`config.mk`:
```
export PLATFORM = sky130hd
export DESIGN_NAME = memory_stage
export DESIGN_NICKNAME = d
export VERILOG_FILES = /design/src/rtl/memory_stage.sv
export SDC_FILE = /design/constraint.sdc
export NUM_CORES = 1
export LEC_CHECK = 0
export ABC_AREA = 1
export BUFFER_PORTS_ARGS = -buffer_cell sky130_fd_sc_hd__buf_2
export CORE_ASPECT_RATIO = 1.1
export CORE_UTILIZATION = 44
export CTS_BUF_LIST = sky130_fd_sc_hd__clkbuf_16
export DETAILED_ROUTE_END_ITERATION = 8
export PLACE_DENSITY = 0.8
export SKIP_LAST_GASP = 1
export SLEW_MARGIN = 20
export SYNTH_ARGS = -nofsm -noshare
export SYNTH_HDL_FRONTEND = slang
export SYNTH_SLANG_ARGS = --single-unit
```
`constraint.sdc`:
```
create_clock -name i_clk -period 3.3 [get_ports i_clk]
set_input_delay 0.165 -clock i_clk [delete_from_list [all_inputs] [get_ports i_clk]]
set_output_delay 0.165 -clock i_clk [all_outputs]
set_load 0.02 [all_outputs]
```
`src/rtl/memory_stage.sv`:
```
// Memory pipeline stage. ALU results pass through in one cycle. Loads and stores hold the
// pipeline in ACCESS until the data memory acks, or until a bounded timeout expires.
module memory_stage #(
    parameter int unsigned TIMEOUT_CYCLES = 16
) (
    input  logic        i_clk,
    input  logic        i_reset,
    input  logic        i_execute_valid,
    input  logic [7:0]  i_execute_opcode,
    input  logic [3:0]  i_execute_ws,
    input  logic [31:0] i_execute_address,
    input  logic [31:0] i_execute_data,
    output logic        o_stall,
    output logic        o_dmem_req,
    output logic        o_dmem_we,
    output logic [31:0] o_dmem_address,
    output logic [31:0] o_dmem_wdata,
    input  logic        i_dmem_ack,
    input  logic [31:0] i_dmem_rdata,
    output logic [7:0]  o_memory_opcode,
    output logic [3:0]  o_memory_ws,
    output logic [31:0] o_memory_data,
    output logic        o_error
);

    localparam logic [7:0] OpLw  = 8'd1;
    localparam logic [7:0] OpSw  = 8'd2;
    localparam logic [7:0] OpAdd = 8'd3;
    localparam logic [7:0] OpSub = 8'd4;
    localparam logic [7:0] LastCount = 8'(TIMEOUT_CYCLES - 1);

    typedef enum logic [0:0] {StIdle, StAccess} state_e;

    state_e      r_state, w_state;
    logic [7:0]  r_count, w_count;
    logic        r_is_sw, w_is_sw;
    logic [3:0]  r_ws, w_ws;
    logic [31:0] r_addr, w_addr;
    logic [31:0] r_wdata, w_wdata;
    logic [7:0]  r_mem_op, w_mem_op;
    logic [3:0]  r_mem_ws, w_mem_ws;
    logic [31:0] r_mem_data, w_mem_data;
    logic        r_error, w_error;

    always_ff @(posedge i_clk or posedge i_reset) begin
        if (i_reset) begin
            r_state    <= StIdle;
            r_count    <= '0;
            r_is_sw    <= 1'b0;
            r_ws       <= '0;
            r_addr     <= '0;
            r_wdata    <= '0;
            r_mem_op   <= '0;
            r_mem_ws   <= '0;
            r_mem_data <= '0;
            r_error    <= 1'b0;
        end else begin
            r_state    <= w_state;
            r_count    <= w_count;
            r_is_sw    <= w_is_sw;
            r_ws       <= w_ws;
            r_addr     <= w_addr;
            r_wdata    <= w_wdata;
            r_mem_op   <= w_mem_op;
            r_mem_ws   <= w_mem_ws;
            r_mem_data <= w_mem_data;
            r_error    <= w_error;
        end
    end

    // Stage result defaults to NOP/0/0 so forwarding never sees a stale load in flight.
    always_comb begin
        w_state    = r_state;
        w_count    = r_count;
        w_is_sw    = r_is_sw;
        w_ws       = r_ws;
        w_addr     = r_addr;
        w_wdata    = r_wdata;
        w_mem_op   = '0;
        w_mem_ws   = '0;
        w_mem_data = '0;
        w_error    = r_error;
        case (r_state)
            StIdle: begin
                if (i_execute_valid) begin
                    case (i_execute_opcode)
                        OpAdd, OpSub: begin
                            w_mem_op   = i_execute_opcode;
                            w_mem_ws   = i_execute_ws;
                            w_mem_data = i_execute_data;
                        end
                        OpLw, OpSw: begin
                            w_is_sw = (i_execute_opcode == OpSw);
                            w_ws    = i_execute_ws;
                            w_addr  = i_execute_address;
                            w_wdata = i_execute_data;
                            w_count = '0;
                            w_state = StAccess;
                        end
                        default: ;
                    endcase
                end
            end
            StAccess: begin
                if (i_dmem_ack) begin
                    w_mem_op   = r_is_sw ? OpSw : OpLw;
                    w_mem_ws   = r_ws;
                    w_mem_data = r_is_sw ? r_wdata : i_dmem_rdata;
                    w_state    = StIdle;
                end else if (r_count == LastCount) begin
                    w_error = 1'b1;
                    w_state = StIdle;
                end else begin
                    w_count = r_count + 8'd1;
                end
            end
            default: w_state = StIdle;
        endcase
    end

    assign o_stall         = (r_state == StAccess);
    assign o_dmem_req      = (r_state == StAccess);
    assign o_dmem_we       = (r_state == StAccess) && r_is_sw;
    assign o_dmem_address  = r_addr;
    assign o_dmem_wdata    = r_wdata;
    assign o_memory_opcode = r_mem_op;
    assign o_memory_ws     = r_mem_ws;
    assign o_memory_data   = r_mem_data;
    assign o_error         = r_error;

endmodule
```
**Word level (Yosys, flattened, before mapping)**

Cells that the tools add are included.

- Equality and inequality tests: 9
- Muxes and demuxes: 24
- $add $sub $neg: 1
- Bitwise logic cells: 2
- Reduce and logical (&&, ||, !) cells: 6

Operators by type and width:

| kind | number |
|---|---|
| 2-to-1 mux 32 bit | 4 |
| one-hot mux 32 bit (2 select lines) | 1 |
| 2-to-1 mux 8 bit | 6 |
| one-hot mux 8 bit (2 select lines) | 2 |
| equality test 8 x 2 -> 1 bit (second input constant) | 2 |
| 2-to-1 mux 4 bit | 3 |
| adder 8 x 1 -> 8 bit (second input constant) | 1 |
| equality test 8 x 1 -> 1 bit (second input constant) | 1 |
| equality test 8 x 3 -> 1 bit (second input constant) | 1 |
| equality test 8 x 4 -> 1 bit (second input constant) | 1 |
| one-hot mux 4 bit (2 select lines) | 1 |
| inequality test 2 bit (second input constant) | 3 |
| AND reduction 3 bit | 2 |
| 2-to-1 mux 1 bit | 4 |
| 2-to-1 mux 2 bit | 2 |
| AND reduction 4 bit | 1 |
| OR reduction 2 bit | 2 |
| inequality test 2 x 1 -> 1 bit (second input constant) | 1 |
| NOT 1 bit | 2 |
| one-hot mux 1 bit (2 select lines) | 1 |
| logical AND 1 bit | 1 |

- Word-level logic and storage cells: 52
- Output and inout port bits: 112
- Bits of input ports: 112
- Register bits: 123

**Logic depth before layout (Yosys ltp)**

Gate-level depths: netlist (run 1).

- Depth after elaboration: 5
- Gate-level depth with buffers: 9
- Mapped depth without buffers: 9

**Least setup slack after synthesis (run 1)**

No wires, ideal clock.

- Path kind: register to register
- Start point: reg r_count[0]
- End point: reg r_count[0]
- Clock period less this slack: 1.410 ns
- Setup time: 0.117 ns
- Path slack: 1.890 ns
- Stages on the path, launching flop included: 8
- Buffers on the path: 0
- Data arrival time: 1.293 ns
- Required time: 3.183 ns
- Cell sequence: dfrtp_1 ha_1 nand2_1 inv_1 nand2_1 o21ai_2 or2_2 nand2_1

- Longest elaborated chain between the ends: 4
- Elaborated cells on any way between the ends: 7
- Classes of those cells: add/sub: 1; eq/ne: 2; mux: 3; reduce/logical: 1

RTL lines:

| element | line | source |
|---|---|---|
| from (decl) | 35 | `logic [7:0] r_count, w_count;` |
| from (signal assigned) | 59 | `r_count <= w_count;` |
| adder 8 x 1 -> 8 bit | 114 | `w_count = r_count + 8'd1;` |
| 2-to-1 mux 8 bit | 110 | `end else if (r_count == LastCount) begin` |
| 2-to-1 mux 8 bit | 105 | `if (i_dmem_ack) begin` |
| one-hot mux 8 bit (2 select lines) | 83 | `case (r_state)` |

Several ways; a longest one is shown, not always the timed one. The select of a mux whose other input is x is not followed.
A chain may end at the register's enable or synchronous reset.

**Final worst setup path (run 1)**

- Start point: reg r_state (netlist: o_dmem_req)
- End point: reg r_mem_ws[2] (netlist: o_memory_ws[2])

- Longest elaborated chain between the ends: 2

RTL lines:

| element | line | source |
|---|---|---|
| from (decl) | 34 | `state_e r_state, w_state;` |
| from (signal assigned) | 47 | `r_state <= StIdle;` |
| from (signal assigned) | 58 | `r_state <= w_state;` |
| NOT 1 bit (no source line) | n/a |  |
| one-hot mux 4 bit (2 select lines) (*) | 83 |  |
| named net w_mem_ws[2] | 41 | `logic [3:0] r_mem_ws, w_mem_ws;` |
| to (signal assigned) | 65 | `r_mem_ws <= w_mem_ws;` |
| to (decl) | 41 |  |

Mark *: on every way through the listed nets, which the timed path passes. The rest lies on a longest branch.

==> results of run 1 <==
## cells in the final DEF, fill, tap and decap left out, drive strengths merged, types with 5 or more instances in the layout
cell type / synthesis / final
conb: 1 / 5
nand2: 143 / 143
dfrtp: 123 / 123
clkinvlp: 0 / 5
clkinv: 0 / 7
clkbuf: 9 / 17
o21ai: 105 / 105
buf: 25 / 230
nand3: 52 / 52
dlygate4sd3: 0 / 44
nor2: 79 / 79
inv: 85 / 86
## state kept, by name, indices dropped and copies added (netlist names)
name / cells
o_dmem_address: 32
o_dmem_wdata: 32
o_memory_data: 32
o_memory_opcode: 8
r_count: 8
o_memory_ws: 4
r_ws: 4
o_dmem_req: 1
o_error: 1
r_is_sw: 1
## critical path, stage by stage (launching register included)
cell     delay, ps
dfrtp_1        410
inv_2          120
nand2_1         60
inv_1          510
buf_4          370
nand3_1        120
nand2_1        100
## power groups by stage
| stage | clock network, mW | registers, mW | logic (mW) |
|---|---|---|---|
| floorplan | 0 | 1.76 | 0.178 |
| global placement | 0 | 1.67 | 0.463 |
| detailed placement | 0 | 1.67 | 0.472 |
| CTS | 1.77 | 1.65 | 0.514 |
| global route | 1.85 | 1.66 | 0.566 |
| finish | 1.74 | 1.65 | 0.514 |
## cell type report
type / instances / area [um2]
Fill cell: 1003 / 4440
Sequential cell: 123 / 3080
Multi-Input combinational cell: 393 / 1960
Timing Repair Buffer: 274 / 1630
Clock buffer: 17 / 425
Inverter: 85 / 323
Tap cell: 154 / 193
Clock inverter: 15 / 135
## kinds of logic after synthesis
family	after synthesis	synth area share (%)
fa+ha+maj	1	0.223
xor+xnor	2	0.313
flops	123	55.0
compound gates	107	13.8
buf+inv	119	10.3
simple gates	278	20.3
other cells	1	0.0670
## per-layer routing
metal	up-vias	part of all wire (%)	wire length, um	GRT usage, %
li1	2488	-	-	-
met1	2289	40	5830	26.0
met2	177	52	7580	41.5
met3	31	5.2	752	5.01
met4	0	2.8	404	9.42
met5	-	0	0	0
## through the flow
| stage | setup WS [ps] | hold WS (ps) |
|---|---|---|
| floorplan | 1620 | 295 |
| global placement | 1610 | 296 |
| detailed placement | 1570 | 299 |
| CTS | 1540 | 0.338 |
| global route | 1420 | 9.15 |
| finish | 1540 | 11.2 |
## final timing paths
path,slack [ps],end,from
setup / recovery,1540,o_memory_ws[2],o_dmem_req
hold / removal,10,o_dmem_address[28],i_execute_address[28]
setup reg to reg,1540,o_memory_ws[2],o_dmem_req
hold reg to reg,450,o_error,o_error
max in group asynchronous,2250,o_dmem_wdata[31],i_reset
min in group asynchronous,400,o_error,i_reset
## what timing repair did
item,in CTS,in global routing
hold endpoints to repair,110,0
hold buffers,44,0
endpoints found under the setup margin,0,0
==> results.py, run 1 <==
metrics = {
    "job": {
        "drv_cap": 0,
    },
    "clock_network": {
        "clock_sinks": 123,
        "ctsResizeCount": 0,
        "cts_setup_buffers": 0,
        "clk-insertion-delay-late_ps": 400,
        "clk_pin_slew_worst_paths_ps": 60,
        "clockBufferDepth": 2,
        "cts_tree": "done",
        "cts_buffers": 17,
        "htreeDepth": 4,
        "cts_root_buf": "clkbuf_16",
    },
    "cells_and_area": {
        "area_growth_pct": 38.5,
        "final_area_um2": 7750,
        "final_nets": 1007,
        "drive_gt1_share_pct": 36.2,
        "diodes": 0,
        "fin_cells": 1061,
        "fin_util_pct": 63.6,
    },
    "route": {
        "drt_pass1_iterations": 4,
        "wl_um": 14600,
        "wl_per_cell_um": 13.7,
        "viasPerCell": 4.70,
        "antenna_left": 0,
        "remaining_drc_errors": 0,
        "drt_iter0_markers": 329,
        "route.vias.total": 4985,
    },
    "floorplanning": {
        "start_util_pct": 45.9,
        "ios": 224,
        "die_h_um": 120,
        "die_area_um2": 13200,
        "core.rowCount": 42,
        "die_x_um": 110,
        "core-area_um2": 12200,
    },
    "global_route": {
        "antenna_found_initial": 0,
        "grt_pass1_wl_um": 23400,
        "overflow": 0,
        "grt_max_degree": 108,
        "grt_pass1_vias": 5049,
        "grt_use_total_pct": 23.0,
    },
    "timing": {
        "grt_setup_unrepaired": "false",
        "tns_ps": 0,
        "setup_violations": 0,
        "finalCritPeriodShare_pct": 53.4,
        "min_period_ps": 1760,
        "final-max-slew-violation-count": 0,
        "clock_skew_ps": 9.91,
        "finalHoldViolCount": 0,
        "relSlewSlack_pct": 37.3,
        "max_freq_ghz": 0.567,
        "worst_pin_slew_ps": 940,
    },
    "outcome": {
        "outcome": "completed",
    },
    "critical_path": {
        "worstPathArrival_ps": 2100,
        "path_class": "flip-flop to flip-flop",
        "endpoint_kind": "flip-flop",
        "ff2ff_path_depth": 6,
        "critPathMaxFanout": 21,
        "critPathLaunchType": "flip-flop",
        "worstPathRequired_ps": 3640,
    },
    "synthesis": {
        "synth_area_leader_cell": "dfrtp_1",
        "ys_seq_elements": 123,
        "ys_seq_area_share_pct": 55.0,
        "netlist_top_cells_count": "nand2_1 (141), dfrtp_1 (123), inv_1 (84), nor2_1 (78), o21ai_2 (62)",
        "synth_area_leaders": "dfrtp_1 (55%), o21ai_2 (9.7%), nand2_1 (9.5%), inv_1 (5.6%), nor2_1 (5.2%)",
        "yosysMostFrequentCell": "nand2_1",
        "synth-main-ff-cell": "dfrtp_1",
        "ys_async_sr_fraction_pct": 100,
        "ys_warn_count": 0,
        "synthDistinctLibCells": 27,
        "synth_edf_count": 0,
        "avgSynthCellArea_um2": 8.87,
        "synthesis.area_um2": 5600,
        "syn-instance-count": 631,
        "netlist.area_leader.share_pct": 55.0,
    },
    "power": {
        "leakage_nw": 4.60,
        "p_int_mw": 2.89,
        "cellPowerDensity_nw_per_um2": 504,
        "switchingPower_mw": 1.01,
        "irDropWorstVdd_uv": 378,
        "total_power_mw": 3.90,
        "p_comb_share_pct": 13.2,
        "clock_power_share_pct": 44.6,
        "swShare_pct": 25.9,
        "seqPwrFrac_pct": 42.2,
    },
    "placed_design": {
        "dp_hpwl_um": 9350,
        "placed_cells": 985,
        "placed_area_um2": 6750,
        "port_buffers": 223,
        "routabilityCongestion": 0.875,
    },
    "min_path": {
        "whs_path_depth": 3,
        "hp-class": "primary input to flip-flop",
    },
}
(Power assumes the default switching activity.)
==> inputs of run 2 (changes only) <==
Settings changed: ABC_AREA 1 to 0, CORE_UTILIZATION 44 to 47, PLACE_DENSITY 0.8 to 0.83.
Clock period 3.3 ns to 1.7 ns, I/O delays scaled along.
==> run 2 against run 1 <==
- routed wire length grew 28%
- global-route usage grew 10 points
- sequential power grew 99%
- the flow now finishes with violations (negative hold slack, negative setup slack)
- core utilization grew 20 points
- total power grew 110%
- flip-flop and latch count is the same
- area after synthesis shrank 10%
- register-to-register slack lost 1900 ps
- non-clock buffer count grew 91
- sequential share of layout area shrank 4.2 points
- first-iteration DRC count shrank 19%
- highest routed layer unchanged
- cell area grew 12%
==> results.py, run 2 <==
metrics = {
    "clock_network": {
        "htreeDepth": 4,
        "clock_sinks": 123,
        "cts_root_buf": "clkbuf_16",
        "clk_pin_slew_worst_paths_ps": 50,
        "cts_buffers": 17,
        "clk-insertion-delay-late_ps": 400,
        "clockBufferDepth": 2,
        "cts_tree": "done",
    },
    "route": {
        "route.vias.total": 4696,
        "viasPerCell": 5.39,
        "drt_iter0_markers": 267,
        "remaining_drc_errors": 0,
        "wl_per_cell_um": 21.4,
        "antenna_left": 0,
        "wl_um": 18700,
        "drt_pass1_iterations": 4,
    },
    "synthesis": {
        "synth_edf_count": 0,
        "ys_seq_elements": 123,
        "syn-instance-count": 349,
        "avgSynthCellArea_um2": 14.4,
        "synth_area_leader_cell": "dfrtp_1",
        "ys_seq_area_share_pct": 61.2,
        "synth_area_leaders": "dfrtp_1 (61%), mux2_2 (15%), mux2i_1 (6.6%), o2bb2ai_1 (5.4%), nand3_1 (1.2%)",
        "ys_async_sr_fraction_pct": 100,
        "ys_warn_count": 0,
        "netlist_top_cells_count": "dfrtp_1 (123), mux2_2 (68), mux2i_1 (33), o2bb2ai_1 (31), clkbuf_1 (13)",
        "synth-main-ff-cell": "dfrtp_1",
        "yosysMostFrequentCell": "dfrtp_1",
        "synthesis.area_um2": 5030,
        "synthDistinctLibCells": 39,
        "netlist.area_leader.share_pct": 61.2,
    },
    "timing": {
        "setup_violations": 106,
        "grt_setup_unrepaired": "true",
        "setup_slack_ps": -379,
        "finalHoldViolCount": 1,
        "clock_skew_ps": 6.28,
        "min_period_ps": 2080,
        "finalCritPeriodShare_pct": 122,
        "fin_worst_hold_slack_ps": -6.75,
        "max_freq_ghz": 0.481,
        "final-max-slew-violation-count": 0,
    },
    "global_route": {
        "antenna_found_initial": 1,
        "grt_max_degree": 45,
        "grt_pass1_wl_um": 27300,
        "grt_use_total_pct": 33.2,
        "overflow": 0,
        "grt_pass1_vias": 5144,
    },
    "cells_and_area": {
        "area_growth_pct": 72.6,
        "drive_gt1_share_pct": 53.7,
        "most-common-layout-cells": "buf_2 (223), dfrtp_1 (121), dlygate4sd3_1 (101)",
        "layout_commonest_cell": "buf_2",
        "final_area_um2": 8680,
        "final-seq-area_um2": 3080,
        "multiInputGateArea_um2": 2010,
        "final_nets": 828,
        "fin_cells": 872,
        "fillCellCount": 515,
    },
    "floorplanning": {
        "core.rowCount": 39,
        "start_util_pct": 48.4,
        "die_x_um": 101,
        "core-area_um2": 10400,
        "die_h_um": 111,
        "ios": 224,
        "die_area_um2": 11100,
    },
    "critical_path": {
        "critPathMaxFanout": 8,
        "worstPathArrival_ps": 2390,
        "path_class": "flip-flop to flip-flop",
        "worstPathRequired_ps": 2010,
        "r2r_slack_ps": -380,
        "endpoint_kind": "flip-flop",
        "critPathLaunchType": "flip-flop",
        "reg2reg_to": "o_memory_data[19]",
        "r2r_start": "o_dmem_req",
        "ff2ff_path_depth": 6,
    },
    "outcome": {
        "violations": "negative hold slack, negative setup slack",
        "outcome": "complete, but fails checks",
    },
    "power": {
        "cellPowerDensity_nw_per_um2": 939,
        "total_power_mw": 8.16,
        "irDropWorstVdd_uv": 753,
        "leakage_nw": 4.52,
    },
    "min_path": {
        "hp-class": "primary input to flip-flop",
        "whs_path_depth": 3,
        "hp-start": "i_dmem_rdata[11]",
        "hold-path-endpoint": "o_memory_data[11]",
    },
    "placed_design": {
        "placed_cells": 719,
        "routabilityCongestion": 0.853,
        "post-place-ws_ps": -273,
        "placed_area_um2": 6500,
        "dp_hpwl_um": 9340,
        "port_buffers": 223,
    },
    "job": {
        "drv_cap": 0,
    },
}
## run 2: cell count changes in the layout (fill, tap and decap cells not counted), sizes merged, moves of 32 or more
| cell | delta |
|---|---|
| buf | +32 |
| dlygate4sd3 | +57 |
| inv | -80 |
| mux2 | +68 |
| mux2i | +33 |
| nand2 | -137 |
| nand3 | -40 |
| nor2 | -74 |
| o21ai | -101 |
| o2bb2ai | +32 |
## run 2: cell type report
cell class / instances / share of cell area [%]
inverter: 5 / 0.259
timing repair buffer: 365 / 32.0
multi-input combinational: 203 / 23.1
clock buffer: 17 / 4.90
tap: 143 / 2.06
sequential: 123 / 35.5
clock inverter: 15 / 2.10
antenna: 1 / 0.0288
## run 2: worst max-delay path by stage
stage / startpoint / slack [ps] / cells after the start / end
finish: o_dmem_req / -380 / 6 / o_memory_data[19]
CTS: o_dmem_req / -300 / 5 / o_memory_ws[2]
global route: o_dmem_req / -400 / 6 / o_memory_data[19]
global placement: o_dmem_req / -230 / 5 / o_memory_ws[2]
floorplan: o_dmem_req / -440 / 6 / o_memory_data[10]
detailed placement: o_dmem_req / -270 / 5 / o_memory_ws[1]
## run 2: power breakdown
part,internal (mW),switching (mW)
Clock,2.43,1.31
Sequential,3.12,0.160
Combinational,0.558,0.584
Total,6.11,2.05
## run 2: logic make-up (layout without fill, tap and decap cells)
logic type	Yosys count	after routing	share of synthesized area, %
xor gates and xnor gates	2	2	0.348
other	1	6	0.0746
buffers and inverters	27	402	2.69
AOI/OAI and AO/OA	53	53	8.98
and+or+nand+nor	41	41	4.68
DFF	123	123	61.2
adders and majority gates	1	1	0.249
muxes	101	101	21.8
## run 2: per-layer routing
metal	wire [um]	GRT usage [%]
met5	0	0
met4	798	18.7
met3	1070	7.72
met2	10100	59.5
met1	6670	35.0
## run 2: stage by stage
| step | TNS [ps] | hold WS [ps] | utilization, % |
|---|---|---|---|
| after floorplan | -24210 | 198 | - |
| after global placement | -14890 | 96.9 | 62.5 |
| after detailed placement | -21500 | 116 | 62.5 |
| after CTS | -21250 | 3.30 | 82.2 |
| after global routing | -27260 | 4.68 | 83.5 |
| final | -21130 | -6.75 | 83.5 |
## run 2: what timing repair did
action / in CTS / in global routing
pin swaps: 4 / 12
hold buffers: 101 / 0
buffers inserted: 7 / 4
gates cloned: 10 / 3
endpoints found under the hold margin: 120 / 0
gates resized for setup: 25 / 29
setup endpoints to repair: 112 / 114
## run 2: critical path: stages (launching register included)
cell,delay (ps)
dfrtp_2,410
or4b_4,530
or4_4,440
a21oi_4,150
buf_12,140
clkbuf_16,160
o2bb2ai_1,140
==> inputs of run 3 (changes only) <==
Settings changed: BUFFER_PORTS_ARGS -buffer_cell sky130_fd_sc_hd__buf_2 to unset, CORE_UTILIZATION 47 to 63, DONT_BUFFER_PORTS set to 1, PLACE_DENSITY 0.83 to 0.82.
==> run 3 against run 2 <==
- the flow now stops in clock tree synthesis
- area after synthesis is the same
- synthesized cell count is the same
==> results.py, run 3 <==
metrics = {
    "outcome": {
        "outcome": "aborted with a tool error",
        "stop_stage": "clock tree synthesis",
        "stop_error": "[ERROR RSZ-0060] Max buffer count reached.",
    },
    "synthesis": {
        "ys_warn_count": 0,
        "synth_area_leader_cell": "dfrtp_1",
        "netlist_top_cells_count": "dfrtp_1 (123), mux2_2 (68), mux2i_1 (33), o2bb2ai_1 (31), clkbuf_1 (13)",
        "ys_seq_elements": 123,
        "synth_edf_count": 0,
        "synth_area_leaders": "dfrtp_1 (61%), mux2_2 (15%), mux2i_1 (6.6%), o2bb2ai_1 (5.4%), nand3_1 (1.2%)",
        "yosysMostFrequentCell": "dfrtp_1",
        "ys_async_sr_fraction_pct": 100,
        "synthesis.area_um2": 5030,
        "synthDistinctLibCells": 39,
        "syn-instance-count": 349,
        "avgSynthCellArea_um2": 14.4,
        "netlist.area_leader.share_pct": 61.2,
        "ys_seq_area_share_pct": 61.2,
        "synth-main-ff-cell": "dfrtp_1",
    },
    "placed_design": {
        "routabilityCongestion": 0.845,
        "dp_hpwl_um": 7800,
        "port_buffers": 0,
    },
    "clock_network": {
        "cts_buffers": 17,
        "cts_root_buf": "clkbuf_16",
        "clock_sinks": 123,
        "htreeDepth": 4,
        "cts_hold_buf": 101,
        "clockBufferDepth": 2,
        "cts_setup_buffers": 5,
        "ctsResizeCount": 18,
    },
    "floorplanning": {
        "die_x_um": 87.2,
        "core.rowCount": 33,
        "die_h_um": 95.7,
        "start_util_pct": 66.2,
        "ios": 224,
    },
}
## run 3: cell counts after synthesis
No cell type changed its count.
## run 3: cell families after synthesis
logic type	after synthesis	synth area share [%]
AO/OA/AOI/OAI	53	8.98
other	1	0.0746
multiplexers	101	21.8
flip-flops	123	61.2
XOR/XNOR	2	0.348
adder cells (fa/ha/maj)	1	0.249
AND/OR/NAND/NOR	41	4.68
buffers and inverters	27	2.69
## run 3: through the flow
stage	worst slack, ps	setup TNS [ps]	cells	cell area [um2]
after floorplan	-443	-24210	353	5070
after global placement	-226	-16080	456	5320
after detailed placement	-272	-18000	456	5320
==> inputs of run 4 (changes only) <==
Settings changed: CORE_ASPECT_RATIO 1.1 to unset, CORE_UTILIZATION 63 to 40, CTS_BUF_LIST sky130_fd_sc_hd__clkbuf_16 to unset, PLACE_DENSITY 0.82 to unset, PLACE_DENSITY_LB_ADDON set to 0.15.
==> run 4 against run 3 <==
- the flow now finishes, with violations (negative setup slack)
==> results.py, run 4 (synthesis gave the netlist of run 2 again) <==
metrics = {
    "global_route": {
        "antenna_found_initial": 0,
        "grt_pass1_vias": 3759,
        "grt_max_degree": 37,
        "overflow": 0,
        "grt_use_total_pct": 22.0,
        "grt_pass1_wl_um": 21100,
    },
    "timing": {
        "min_period_ps": 2000,
        "max_freq_ghz": 0.500,
        "relSlewSlack_pct": 62.6,
        "setup_violations": 117,
        "clock_skew_ps": 8.70,
        "grt_setup_unrepaired": "true",
        "worst_pin_slew_ps": 560,
        "final-max-slew-violation-count": 0,
        "fin_worst_hold_slack_ps": 48.5,
        "finalCritPeriodShare_pct": 118,
        "setup_slack_ps": -301,
        "finalHoldViolCount": 0,
    },
    "critical_path": {
        "ff2ff_path_depth": 5,
        "critical_path_depth": 5,
        "cp_cell_sequence": "or4b_4 > or4_4 > a21oi_4 > buf_12 > o2bb2ai_1",
        "critPathMaxFanout": 25,
        "crit_family": "simple AND/OR/NAND/NOR gates",
        "worstPathArrival_ps": 2330,
        "worst-path-buf-inv": 1,
        "slowest_stage": "or4b_4",
        "endpoint_kind": "flip-flop",
        "critPathLaunchType": "flip-flop",
        "worstPathRequired_ps": 2030,
        "cpPeakStageDelay_ps": 540,
        "path_class": "flip-flop to flip-flop",
    },
    "route": {
        "wl_per_cell_um": 20.7,
        "viasPerCell": 5.29,
        "remaining_drc_errors": 0,
        "route.vias.total": 3604,
        "wl_um": 14100,
        "antenna_left": 0,
        "drt_pass1_iterations": 4,
        "drt_iter0_markers": 148,
    },
    "cells_and_area": {
        "fillCellCount": 922,
        "multiInputGateArea_um2": 1930,
        "diodes": 0,
        "drive_gt1_share_pct": 32.0,
        "fin_util_pct": 62.8,
        "most-common-layout-cells": "dfrtp_1 (121), dlygate4sd3_1 (105), mux2_2 (63)",
        "final_nets": 613,
        "layout_commonest_cell": "dfrtp_1",
        "area_growth_pct": 51.2,
        "final-seq-area_um2": 3080,
        "final_area_um2": 7600,
    },
    "clock_network": {
        "cts_root_buf": "clkbuf_16",
        "clock_sinks": 123,
        "cts_tree": "done",
        "clk-insertion-delay-late_ps": 420,
        "clockBufferDepth": 2,
        "clk_pin_slew_worst_paths_ps": 60,
        "htreeDepth": 4,
        "cts_buffers": 17,
    },
    "min_path": {
        "hp-class": "primary input to flip-flop",
        "whs_path_depth": 4,
    },
    "floorplanning": {
        "die_area_um2": 13000,
        "core-area_um2": 12100,
        "die_x_um": 114,
        "core.rowCount": 40,
        "die_h_um": 114,
        "ios": 224,
        "start_util_pct": 41.5,
    },
    "job": {
        "drv_cap": 0,
    },
    "outcome": {
        "outcome": "complete, but fails checks",
        "violations": "negative setup slack",
    },
    "power": {
        "total_power_mw": 7.98,
        "irDropWorstVdd_uv": 693,
        "cellPowerDensity_nw_per_um2": 1050,
        "leakage_nw": 3.47,
    },
    "placed_design": {
        "routabilityCongestion": 0.802,
        "port_buffers": 0,
        "placed_area_um2": 5410,
        "dp_hpwl_um": 8030,
        "post-place-ws_ps": -273,
    },
}
## run 4: per-layer routing
layer / GRT usage [%] / vias up / wire length [um]
li1: - / 1589 / -
met1: 25.4 / 1824 / 5580
met2: 36.2 / 164 / 7130
met3: 8.47 / 27 / 1120
met4: 10.0 / 0 / 286
met5: 0 / - / 0
## run 4: worst paths after layout
check	from	end	slack, ps
max	o_dmem_req	o_memory_data[12]	-300
min	i_execute_opcode[7]	r_is_sw	50
max reg2reg	o_dmem_req	o_memory_data[12]	-300
min reg2reg	r_ws[3]	r_ws[3]	510
max in group asynchronous	i_reset	o_memory_opcode[3]	710
min in group asynchronous	i_reset	o_dmem_address[2]	200
## run 4: timing repair
action | 4_1_cts | 5_1_grt
hold buffers | 105 | 0
gates cloned | 8 | 2
endpoints found under the hold margin | 200 | 0
setup endpoints to repair | 104 | 117
gates resized for setup | 20 | 26
pin swaps | 6 | 5
setup buffers | 9 | 4
## run 4: worst register-to-register path: cells and delay by family, from the launching register on
family / cells / cell delay [ps]
buffers and inverters: 1 / 190
AOI/OAI and AO/OA: 2 / 340
DFF: 1 / 410
and+or+nand+nor: 2 / 980
## run 4: metrics by stage
step	instances	TNS, ps
2_1_floorplan	353	-24210
3_3_place_gp	524	-9250
3_5_place_dp	524	-9170
4_1_cts	678	-20620
5_1_grt	681	-28510
6_report	681	-22960
## run 4: layout make-up
| type | count | share of cell area [%] |
|---|---|---|
| Inverter | 5 | 0.296 |
| Timing Repair Buffer | 150 | 22.5 |
| Clock inverter | 10 | 2.14 |
| Sequential cell | 123 | 40.5 |
| Tap cell | 168 | 2.76 |
| Clock buffer | 22 | 6.37 |
| Multi-Input combinational cell | 203 | 25.4 |
## run 4: power breakdown
group	switching (mW)	leakage [nW]	internal, mW
clock	1.29	0.301	2.60
sequential	0.356	1.66	3.12
combinational	0.232	1.51	0.376
